--- config.mk ---
export PLATFORM = sky130hd
export DESIGN_NAME = program_loader_flat
export DESIGN_NICKNAME = d
export VERILOG_FILES = /design/src/rtl/program_loader_if.sv /design/src/rtl/program_loader.sv /design/src/flat_wrapper.sv
export SDC_FILE = /design/constraint.sdc
export NUM_CORES = 1
export LEC_CHECK = 0
export BUFFER_PORTS_ARGS = -buffer_cell sky130_fd_sc_hd__clkbuf_2
export CAP_MARGIN = 40
export CORE_ASPECT_RATIO = 1.5
export CORE_MARGIN = 3
export CORE_UTILIZATION = 40
export DETAILED_ROUTE_END_ITERATION = 10
export GPL_ROUTABILITY_DRIVEN = 0
export MAX_ROUTING_LAYER = met4
export PLACE_DENSITY_LB_ADDON = 0.08
export SYNTH_ARGS = -nofsm -noshare
export SYNTH_HDL_FRONTEND = slang
export SYNTH_SLANG_ARGS = --single-unit
--- constraint.sdc ---
create_clock -name clock -period 4.5 [get_ports clock]
set_input_delay 0.45 -clock clock [delete_from_list [all_inputs] [get_ports clock]]
set_output_delay 0.45 -clock clock [all_outputs]
set_load 0.01 [all_outputs]
--- src/rtl/program_loader_if.sv ---
// ---------------------------------------------------------------------------
// program_loader_if
// Groups the byte-stream handshake, the instruction-memory write port and the
// loader status lines into one bundle.
//   master : the side that supplies start/rx_* and observes everything else
//   slave  : the program_loader itself
// Signals:
//   start       single-cycle request to begin a load
//   rx_data     incoming program byte
//   rx_valid    rx_data valid
//   rx_ready    loader accepts a byte this cycle
//   imem_we     instruction-memory write enable
//   imem_waddr  instruction-memory byte write address
//   imem_wdata  instruction word to write
//   cpu_reset   active-low processor reset (low holds the core)
//   busy        load in progress
//   done        program loaded, core released
//   error       bad header, core held
// ---------------------------------------------------------------------------
interface program_loader_if;
  logic        start;
  logic [7:0]  rx_data;
  logic        rx_valid;
  logic        rx_ready;
  logic        imem_we;
  logic [31:0] imem_waddr;
  logic [31:0] imem_wdata;
  logic        cpu_reset;
  logic        busy;
  logic        done;
  logic        error;

  modport master (
    output start, rx_data, rx_valid,
    input  rx_ready, imem_we, imem_waddr, imem_wdata, cpu_reset, busy, done, error
  );

  modport slave (
    input  start, rx_data, rx_valid,
    output rx_ready, imem_we, imem_waddr, imem_wdata, cpu_reset, busy, done, error
  );
endinterface

--- src/rtl/program_loader.sv ---
// ---------------------------------------------------------------------------
// program_loader
// Receives a program image over a byte stream (16-bit little-endian word
// count N followed by 4N little-endian instruction bytes), writes each word
// into instruction memory starting at BASE_ADDR, and releases the processor
// reset once the whole image is in place. A zero or oversized count holds the
// core in reset and flags error.
// Ports:
//   clock  sole clock, rising edge
//   reset  asynchronous active-low reset
//   bus    program_loader_if slave (handshake, imem write port, status)
// Parameters:
//   DEPTH      instruction-memory capacity in 32-bit words (1..65535)
//   BASE_ADDR  byte address of the first loaded word (word aligned)
// ---------------------------------------------------------------------------
module program_loader #(
  parameter int unsigned DEPTH     = 1024,
  parameter logic [31:0] BASE_ADDR = 32'h0000_0000
) (
  input  logic            clock,
  input  logic            reset,
  program_loader_if.slave bus
);

  localparam logic [16:0] DEPTH_L = 17'(DEPTH);

  typedef enum logic [2:0] {
    IDLE  = 3'd0,
    HDR0  = 3'd1,
    HDR1  = 3'd2,
    DATA  = 3'd3,
    WRITE = 3'd4,
    DONE  = 3'd5,
    ERR   = 3'd6
  } state_t;

  state_t      r_state;
  state_t      w_state_next;
  logic [15:0] r_n;
  logic [1:0]  r_byte_idx;
  logic [15:0] r_word_idx;
  logic [31:0] r_word;
  logic [31:0] r_waddr;
  logic [31:0] r_wdata;

  logic        w_rx_ready;
  logic        w_hs;
  logic [15:0] w_n_full;
  logic        w_hdr_bad;
  logic        w_last_word;
  logic [31:0] w_word_next;

  // rx_ready depends on registered state only, so the handshake never
  // creates an input-to-output path.
  assign w_rx_ready  = (r_state == HDR0) || (r_state == HDR1) || (r_state == DATA);
  assign w_hs        = bus.rx_valid && w_rx_ready;
  assign w_n_full    = {bus.rx_data, r_n[7:0]};
  assign w_hdr_bad   = (w_n_full == 16'd0) || ({1'b0, w_n_full} > DEPTH_L);
  assign w_last_word = (r_word_idx == (r_n - 16'd1));

  // Byte lane steering: the incoming byte replaces the lane selected by
  // byte_idx, all other lanes keep the partially assembled word.
  for (genvar gi = 0; gi < 4; gi++) begin : g_lane
    assign w_word_next[8*gi +: 8] = (r_byte_idx == 2'(gi)) ? bus.rx_data
                                                            : r_word[8*gi +: 8];
  end

  always_comb begin
    w_state_next = r_state;
    case (r_state)
      IDLE:  if (bus.start) w_state_next = HDR0;
      HDR0:  if (w_hs) w_state_next = HDR1;
      HDR1:  if (w_hs) w_state_next = w_hdr_bad ? ERR : DATA;
      DATA:  if (w_hs && (r_byte_idx == 2'd3)) w_state_next = WRITE;
      WRITE: w_state_next = w_last_word ? DONE : DATA;
      DONE:  if (bus.start) w_state_next = HDR0;
      ERR:   if (bus.start) w_state_next = HDR0;
      default: w_state_next = IDLE;
    endcase
  end

  always_ff @(posedge clock or negedge reset) begin
    if (!reset) begin
      r_state    <= IDLE;
      r_n        <= '0;
      r_byte_idx <= '0;
      r_word_idx <= '0;
      r_word     <= '0;
      r_waddr    <= '0;
      r_wdata    <= '0;
    end else begin
      r_state <= w_state_next;
      case (r_state)
        HDR0: if (w_hs) r_n[7:0] <= bus.rx_data;
        HDR1: begin
          if (w_hs) begin
            r_n[15:8]  <= bus.rx_data;
            r_byte_idx <= '0;
            r_word_idx <= '0;
          end
        end
        DATA: begin
          if (w_hs) begin
            r_word     <= w_word_next;
            r_byte_idx <= r_byte_idx + 2'd1;
            // Address and data are latched on the 4th byte so they are
            // presented in WRITE and then held until the next word.
            if (r_byte_idx == 2'd3) begin
              r_wdata <= w_word_next;
              r_waddr <= BASE_ADDR + 32'({r_word_idx, 2'b00});
            end
          end
        end
        WRITE: r_word_idx <= r_word_idx + 16'd1;
        default: ;
      endcase
    end
  end

  assign bus.rx_ready   = w_rx_ready;
  assign bus.imem_we    = (r_state == WRITE);
  assign bus.imem_waddr = r_waddr;
  assign bus.imem_wdata = r_wdata;
  assign bus.cpu_reset  = (r_state == DONE);
  assign bus.done       = (r_state == DONE);
  assign bus.error      = (r_state == ERR);
  assign bus.busy       = (r_state == HDR0) || (r_state == HDR1) ||
                          (r_state == DATA) || (r_state == WRITE);

endmodule

--- src/flat_wrapper.sv ---
// flat-port wrapper written by rule: the top's interface ports become plain ports
module program_loader_flat 
#(
  parameter int unsigned DEPTH     = 1024,
  parameter logic [31:0] BASE_ADDR = 32'h0000_0000
)
  (clock, reset, bus_start, bus_rx_data, bus_rx_valid, bus_rx_ready, bus_imem_we, bus_imem_waddr, bus_imem_wdata, bus_cpu_reset, bus_busy, bus_done, bus_error);
  program_loader_if bus_i ();
  input  logic clock;
  input  logic reset;
  input wire logic [$bits(bus_i.start)-1:0] bus_start;
  input wire logic [$bits(bus_i.rx_data)-1:0] bus_rx_data;
  input wire logic [$bits(bus_i.rx_valid)-1:0] bus_rx_valid;
  output wire logic [$bits(bus_i.rx_ready)-1:0] bus_rx_ready;
  output wire logic [$bits(bus_i.imem_we)-1:0] bus_imem_we;
  output wire logic [$bits(bus_i.imem_waddr)-1:0] bus_imem_waddr;
  output wire logic [$bits(bus_i.imem_wdata)-1:0] bus_imem_wdata;
  output wire logic [$bits(bus_i.cpu_reset)-1:0] bus_cpu_reset;
  output wire logic [$bits(bus_i.busy)-1:0] bus_busy;
  output wire logic [$bits(bus_i.done)-1:0] bus_done;
  output wire logic [$bits(bus_i.error)-1:0] bus_error;
  assign bus_i.start = bus_start;
  assign bus_i.rx_data = bus_rx_data;
  assign bus_i.rx_valid = bus_rx_valid;
  assign bus_rx_ready = bus_i.rx_ready;
  assign bus_imem_we = bus_i.imem_we;
  assign bus_imem_waddr = bus_i.imem_waddr;
  assign bus_imem_wdata = bus_i.imem_wdata;
  assign bus_cpu_reset = bus_i.cpu_reset;
  assign bus_busy = bus_i.busy;
  assign bus_done = bus_i.done;
  assign bus_error = bus_i.error;
  program_loader #(.DEPTH(DEPTH), .BASE_ADDR(BASE_ADDR)) u_core (.clock(clock), .reset(reset), .bus(bus_i));
endmodule
==> impl_results.md, run 1 <==
- Worst path cell trace: or3_1 > or4_1 > a2111o_1 > o211ai_1 > and4b_1 > nor2_1
- Net count, final: 602
- Die Width: 101 um
- Clock Latency Late Sink: 0.35 ns
- Bufs on Longest Clock Path: 2
- Max_slew headroom: 51.7%
- First-pass GRT wire length: 20,900 um
- RSZ-0062 raised after global routing: no
- Setup Viol. Count Final: 0
- N_diodes: 0
- Final Slew Violations: 0
- Critical path class: register to register
- Most common cell in the netlist: dfrtp_1
- Die height: 149 um
- Reg clk slew, reported paths: 0.07 ns
- Final core utilization: 46.7%
- Placement Setup Slack: 2.06 ns
- Post-Synth Simple-Gate Area: 16.8%
- Routed Antenna Nets: 0
- Yosys warnings: 0
- Starting DRT DRC Count: 149
- Max IR drop VDD: 0.312 mV
- Initial core utilization: 41.3%
- Yosys top cell area share: 50.2%
- Synth Register Bits: 109
- Tmin final: 2.47 ns
- Wire length per cell: 17.1 um
- Critical Path RT: 4.74 ns
- Worst Skew: 0.00623 ns
- Commonest cells post-synth: dfrtp_1 (109), nand2_1 (97), nor2_1 (39)
- Worst hold slack: 0.474 ns
- Multiplexer area fraction after synthesis: 13.6%
- Grt ovf: 0
- Antenna violations before repair: 0
- Async set-reset flop share out of synthesis: 100%
- P_leak: 2.93 nW
- Ys flop type: dfrtp_1
- Worst-path fanout max: 8
- DR vias: 3,931
- Worst EP arrival: 2.72 ns
- I/O Pins: 82
- Vias/cell: 5.26
- Min-delay worst type: register to register
- Max-Cap Viols: 0
- Xor and xnor area share after synthesis: 3.71%
- Core ar.: 0.0131 mm2
- IO buf count: 65
- Final instance area: 0.00614 mm2
- Slew @ Worst Pin: 0.719 ns
- Root buffer cell: clkbuf_16
- Share of post-route cells with drive strength above 1: 21.7%
- Fmax: 404 MHz
- Crit-path max cell delay: 0.53 ns
- Finished Layout Cells: 748
- Yosys top cell by area: dfrtp_1
- Fin. Hold Viols: 0
- CP Launch Type: register
- Die Area: 0.0150 mm2
- Row cnt: 51
- Area grow syn2layout: 13.0%
- Total power: 3.98 mW
- Outcome: finished clean
- Fraction of the mapped netlist area in adder cells: 1.38%
- CTS tree: built
- Setup tns final: 0 ns
- Dpl cell area: 0.00583 mm2
- Largest net degree at the start of global routing: 60
- Final worst slack: 2.03 ns
- Setup bufs post-CTS: 0
- CTS H-tree depth: 3
- Synth unique cells: 52
- Compound-cell area share of the yosys netlist: 8.83%
- Largest family of logic cells by synthesized area: simple AND/OR/NAND/NOR gates
- EDFF count, synth: 0
- Drt pass-1 iters: 4
- Total routed wirelength: 12,800 um
- Overall global routing resource usage: 18.3%
- Crit-path slowest cell: or4_1
- Top cells by area, synth: dfrtp_1 (50%), mux2_2 (7.1%), nand2_1 (6.7%)
- Reg2Reg Setup Slack: 2.03 ns
- Vias in the first global route: 3,959
- Detailed placement HPWL: 9060 um
- Drc violations: 0
- Post-synthesis cell count: 538
- Pwr Density: 649 mW/mm2
- Num Clock Sinks: 109
- Mapped Area: 0.00543 mm2
- Post-synthesis sequential area ratio: 50.2%
- Nature of the critical path endpoint: register
- Mean Syn Cell Area: 10.1 um2
- Placed Cells: 731
- Period utilization: 54.9%
- CTS Buf Count: 9
-- routing by layer --
layer	track usage (%)	part of all wire (%)
met5	-	0
met4	6.72	2.3
met3	2.49	2.6
met2	31.6	53
met1	21.4	42
-- layout make-up --
cell class / count / area, um2
timing repair buffer: 72 / 418
inverter: 7 / 26.3
clock buffer: 11 / 253
clock inverter: 5 / 41.3
fill: 1312 / 7010
multi-input combinational: 385 / 2470
sequential: 109 / 2730
tap: 159 / 199
-- sequential cells by signal (all words and copies together) (netlist names) --
name / flops
u_core.bus.imem_wdata: 32
u_core.r_word_idx: 16
u_core.bus.imem_waddr: 16
u_core.r_byte_idx: 2
u_core.r_n: 16
u_core.r_state: 3
u_core.r_word: 24
-- worst max-delay path, delay by kind of cell (launching register included) --
kind / cells / cell delay (ns)
flops: 1 / 0.46
compound gates: 2 / 0.63
simple gates: 4 / 1.28
-- where the power goes --
part | internal (mW) | leakage, nW | switching, mW
clock network | 0.414 | 0.144 | 0.378
registers | 1.38 | 1.40 | 0.346
logic | 0.692 | 1.39 | 0.779
total | 2.48 | 2.93 | 1.50
-- cell usage in the layout (no fill, tap or decap), types with 4 or more instances in the layout --
cell | synthesis | final
nand2b_1 | 5 | 5
nand4_1 | 5 | 5
dfrtp_1 | 109 | 109
xnor2_1 | 15 | 15
ha_1 | 6 | 6
buf_4 | 17 | 4
xor2_1 | 8 | 8
nor2_1 | 39 | 39
inv_1 | 7 | 7
a31oi_1 | 5 | 5
mux2i_1 | 30 | 30
nand2_1 | 97 | 97
o31ai_1 | 4 | 4
clkbuf_2 | 0 | 64
nand3_1 | 7 | 7
mux2_1 | 5 | 5
or3_1 | 4 | 4
o21ai_0 | 15 | 15
mux2_2 | 34 | 34
conb_1 | 1 | 16
clkbuf_16 | 0 | 9
nor4_1 | 6 | 6
o211ai_1 | 7 | 7
nor3_1 | 5 | 5
a21oi_1 | 30 | 30
nor2b_1 | 6 | 6
-- path summary, 6_finish.rpt --
path                                                from                         to  depth (start not counted)
worst max-delay path                       u_core.r_n[3]          u_core.r_state[1]                          6
worst min-delay path            u_core.bus.imem_waddr[7]   u_core.bus.imem_waddr[7]                          2
worst max register to register             u_core.r_n[3]          u_core.r_state[1]                          6
worst min register to register  u_core.bus.imem_waddr[7]   u_core.bus.imem_waddr[7]                          2
max in group asynchronous                          reset       u_core.r_word_idx[7]                          3
min in group asynchronous                          reset  u_core.bus.imem_waddr[13]                          2
-- logic make-up after synthesis --
logic type                 count (synthesis)
xor gates and xnor gates                  23
other                                      1
adders and majority gates                  6
buffers and inverters                     59
AOI/OAI and AO/OA                         75
muxes                                     69
and+or+nand+nor                          196
DFF                                      109
-- timing repair --
action	in CTS	in global routing
gates resized for setup	0	0
hold buffers	1	0
hold endpoints to repair	16	0
endpoints found under the setup margin	0	0
Power figures use the tool's default switching activity.
==> inputs of run 2 (changes only) <==
clock period = 2.45 ns   (was 4.5 ns; I/O delays follow)
==> run 2 against run 1 <==
  * Worst hold slack lost 0.21 ns
  * Register-to-register slack got worse by 1.9 ns
  * Critical path type unchanged
  * Maximum frequency is 7.2% higher
  * Setup slack lost 1.9 ns
  * Die area unchanged
  * Final area grew 1.5%
  * Clock-buffer cell count unchanged
  * Wire length up 0.60%
  * Utilization is 0.72 points higher
  * Clock skew grew 0.0043 ns
  * Global-route usage shrank 0.072 points
==> impl_results.md, run 2 (synthesis gave the netlist of run 1 again) <==
- Outcome: finished clean
- Max IR drop VDD: 0.474 mV
- Final Slew Violations: 0
- Largest register FFs: 32
- Crit-path max cell delay: 0.56 ns
- Vias/cell: 5.21
- Hold path cells: 3
- Starting DRT DRC Count: 110
- Worst-path fanout max: 5
- CP Launch Type: register
- Min-delay worst type: input port to register
- Bufs on Longest Clock Path: 2
- I/O Pins: 82
- Period utilization: 94.1%
- Routed Antenna Nets: 0
- N_diodes: 0
- Die Area: 0.0150 mm2
- Net count, final: 615
- Reg clk slew, reported paths: 0.08 ns
- Detailed placement HPWL: 9200 um
- Most common cell after layout, fill and taps aside: dfrtp_1
- Hold EP: u_core.bus.imem_wdata[24]
- DR vias: 3,966
- Worst EP arrival: 2.54 ns
- Reg2reg path depth: 5
- Die height: 149 um
- Total routed wirelength: 12,900 um
- Crit-path slowest cell: or4_4
- Largest net degree at the start of global routing: 45
- Die Width: 101 um
- Fin. Hold Viols: 0
- Clock Latency Late Sink: 0.35 ns
- Num Clock Sinks: 109
- Max_slew headroom: 56.7%
- CTS Buf Count: 9
- Share of post-route cells with drive strength above 1: 23.6%
- Core ar.: 0.0131 mm2
- Drc violations: 0
- Max-Cap Viols: 0
- Reg2Reg Setup Slack: 0.14 ns
- P_leak: 2.98 nW
- Antenna violations before repair: 0
- First-pass GRT wire length: 20,800 um
- CTS H-tree depth: 3
- Worst hold slack: 0.261 ns
- Row cnt: 51
- Setup Viol. Count Final: 0
- Initial core utilization: 41.3%
- Slew @ Worst Pin: 0.644 ns
- Tmin final: 2.31 ns
- Cell repeated most along the worst path: or4_4
- FF-to-FF End: u_core.r_state[1]
- Worst path cell trace: or4_4 > or4_4 > a2111oi_4 > and4b_1 > nor2_1
- Vias in the first global route: 4,007
- Worst Skew: 0.0105 ns
- Critical Path RT: 2.68 ns
- Most frequent cells in the layout: dfrtp_1 (109), nand2_1 (97), clkbuf_2 (64)
- Grt ovf: 0
- Worst path buffer plus inverter count: 0
- Nature of the critical path endpoint: register
- Pwr Density: 1200 mW/mm2
- Area grow syn2layout: 14.8%
- Root buffer cell: clkbuf_16
- CTS tree: built
- Min-Delay Startpoint: bus_rx_data[0]
- Wire length per cell: 16.9 um
- IO buf count: 65
- Critical path class: register to register
- Placed Cells: 744
- Critical Path Stages: 5
- Delay-heaviest family, CP: simple AND/OR/NAND/NOR gates
- Critical R2R Launch: u_core.r_n[8]
- Overall global routing resource usage: 18.2%
- Drt pass-1 iters: 4
- Fmax: 434 MHz
- Finished Layout Cells: 761
==> run 2: changes by cell type in the layout (fill, tap and decap cells not counted), moves of 2 or more <==
cell / delta
buf_4: +15
clkbuf_1: +2
buf_8: -2
clkbuf_8: -2
==> run 2: per-stage QoR <==
| stage | util, % | total power [mW] | setup TNS (ns) | setup slack (ns) | area [um2] |
|---|---|---|---|---|---|
| after floorplan | - | 4.99 | 0 | 0.209 | 5490 |
| after global placement | 44.9 | 5.95 | 0 | 0.155 | 5910 |
| after detailed placement | 44.9 | 6.01 | 0 | 0.134 | 5910 |
| after CTS | 47.3 | 7.54 | 0 | 0.132 | 6220 |
| after global routing | 47.4 | 8.03 | -0.00857 | -0.00857 | 6230 |
| final | 47.4 | 7.48 | 0 | 0.144 | 6230 |
==> run 2: repair_timing <==
| item | CTS | global route |
|---|---|---|
| endpoints found under the hold margin | 42 | 0 |
| setup endpoints to repair | 0 | 3 |
| setup buffers | 0 | 0 |
| gates resized for setup | 0 | 3 |
| hold buffers | 1 | 0 |
==> run 2: worst register-to-register path, delay by kind of cell (launching register included) <==
kind | cells | cell delay (ns)
simple gates | 4 | 1.39
flops | 1 | 0.44
compound gates | 1 | 0.37
==> run 2: worst max path at each step <==
stage	from	to	slack, ns
2_1_floorplan	u_core.r_n[7]	u_core.r_state[1]	0.21
3_5_place_dp	u_core.r_n[3]	u_core.r_state[0]	0.13
6_report	u_core.r_n[8]	u_core.r_state[1]	0.14
4_1_cts	u_core.r_n[3]	u_core.r_state[0]	0.13
3_3_place_gp	u_core.r_n[3]	u_core.r_state[0]	0.16
5_1_grt	u_core.r_n[3]	u_core.r_state[1]	-0.009
==> run 2: cell type report <==
type | instances | area (um2)
clock buffers | 11 | 233
clock inverters | 5 | 66.3
fillers | 1291 | 6910
inverters | 7 | 26.3
multi-input cells | 385 | 2490
flip-flops and latches | 109 | 2730
well taps | 159 | 199
repair buffers | 85 | 493
==> run 2: layer usage <==
metal / GRT usage, % / vias to the layer above / wire (um)
li1: - / 1937 / -
met1: 21.9 / 1930 / 5450
met2: 31.4 / 86 / 6920
met3: 1.88 / 13 / 343
met4: 6.32 / 0 / 191
met5: - / - / 0
==> run 2: report_power, final <==
part,switching (mW),internal [mW]
clock,0.688,0.808
sequential,0.584,2.53
combinational,1.53,1.34
total,2.81,4.68
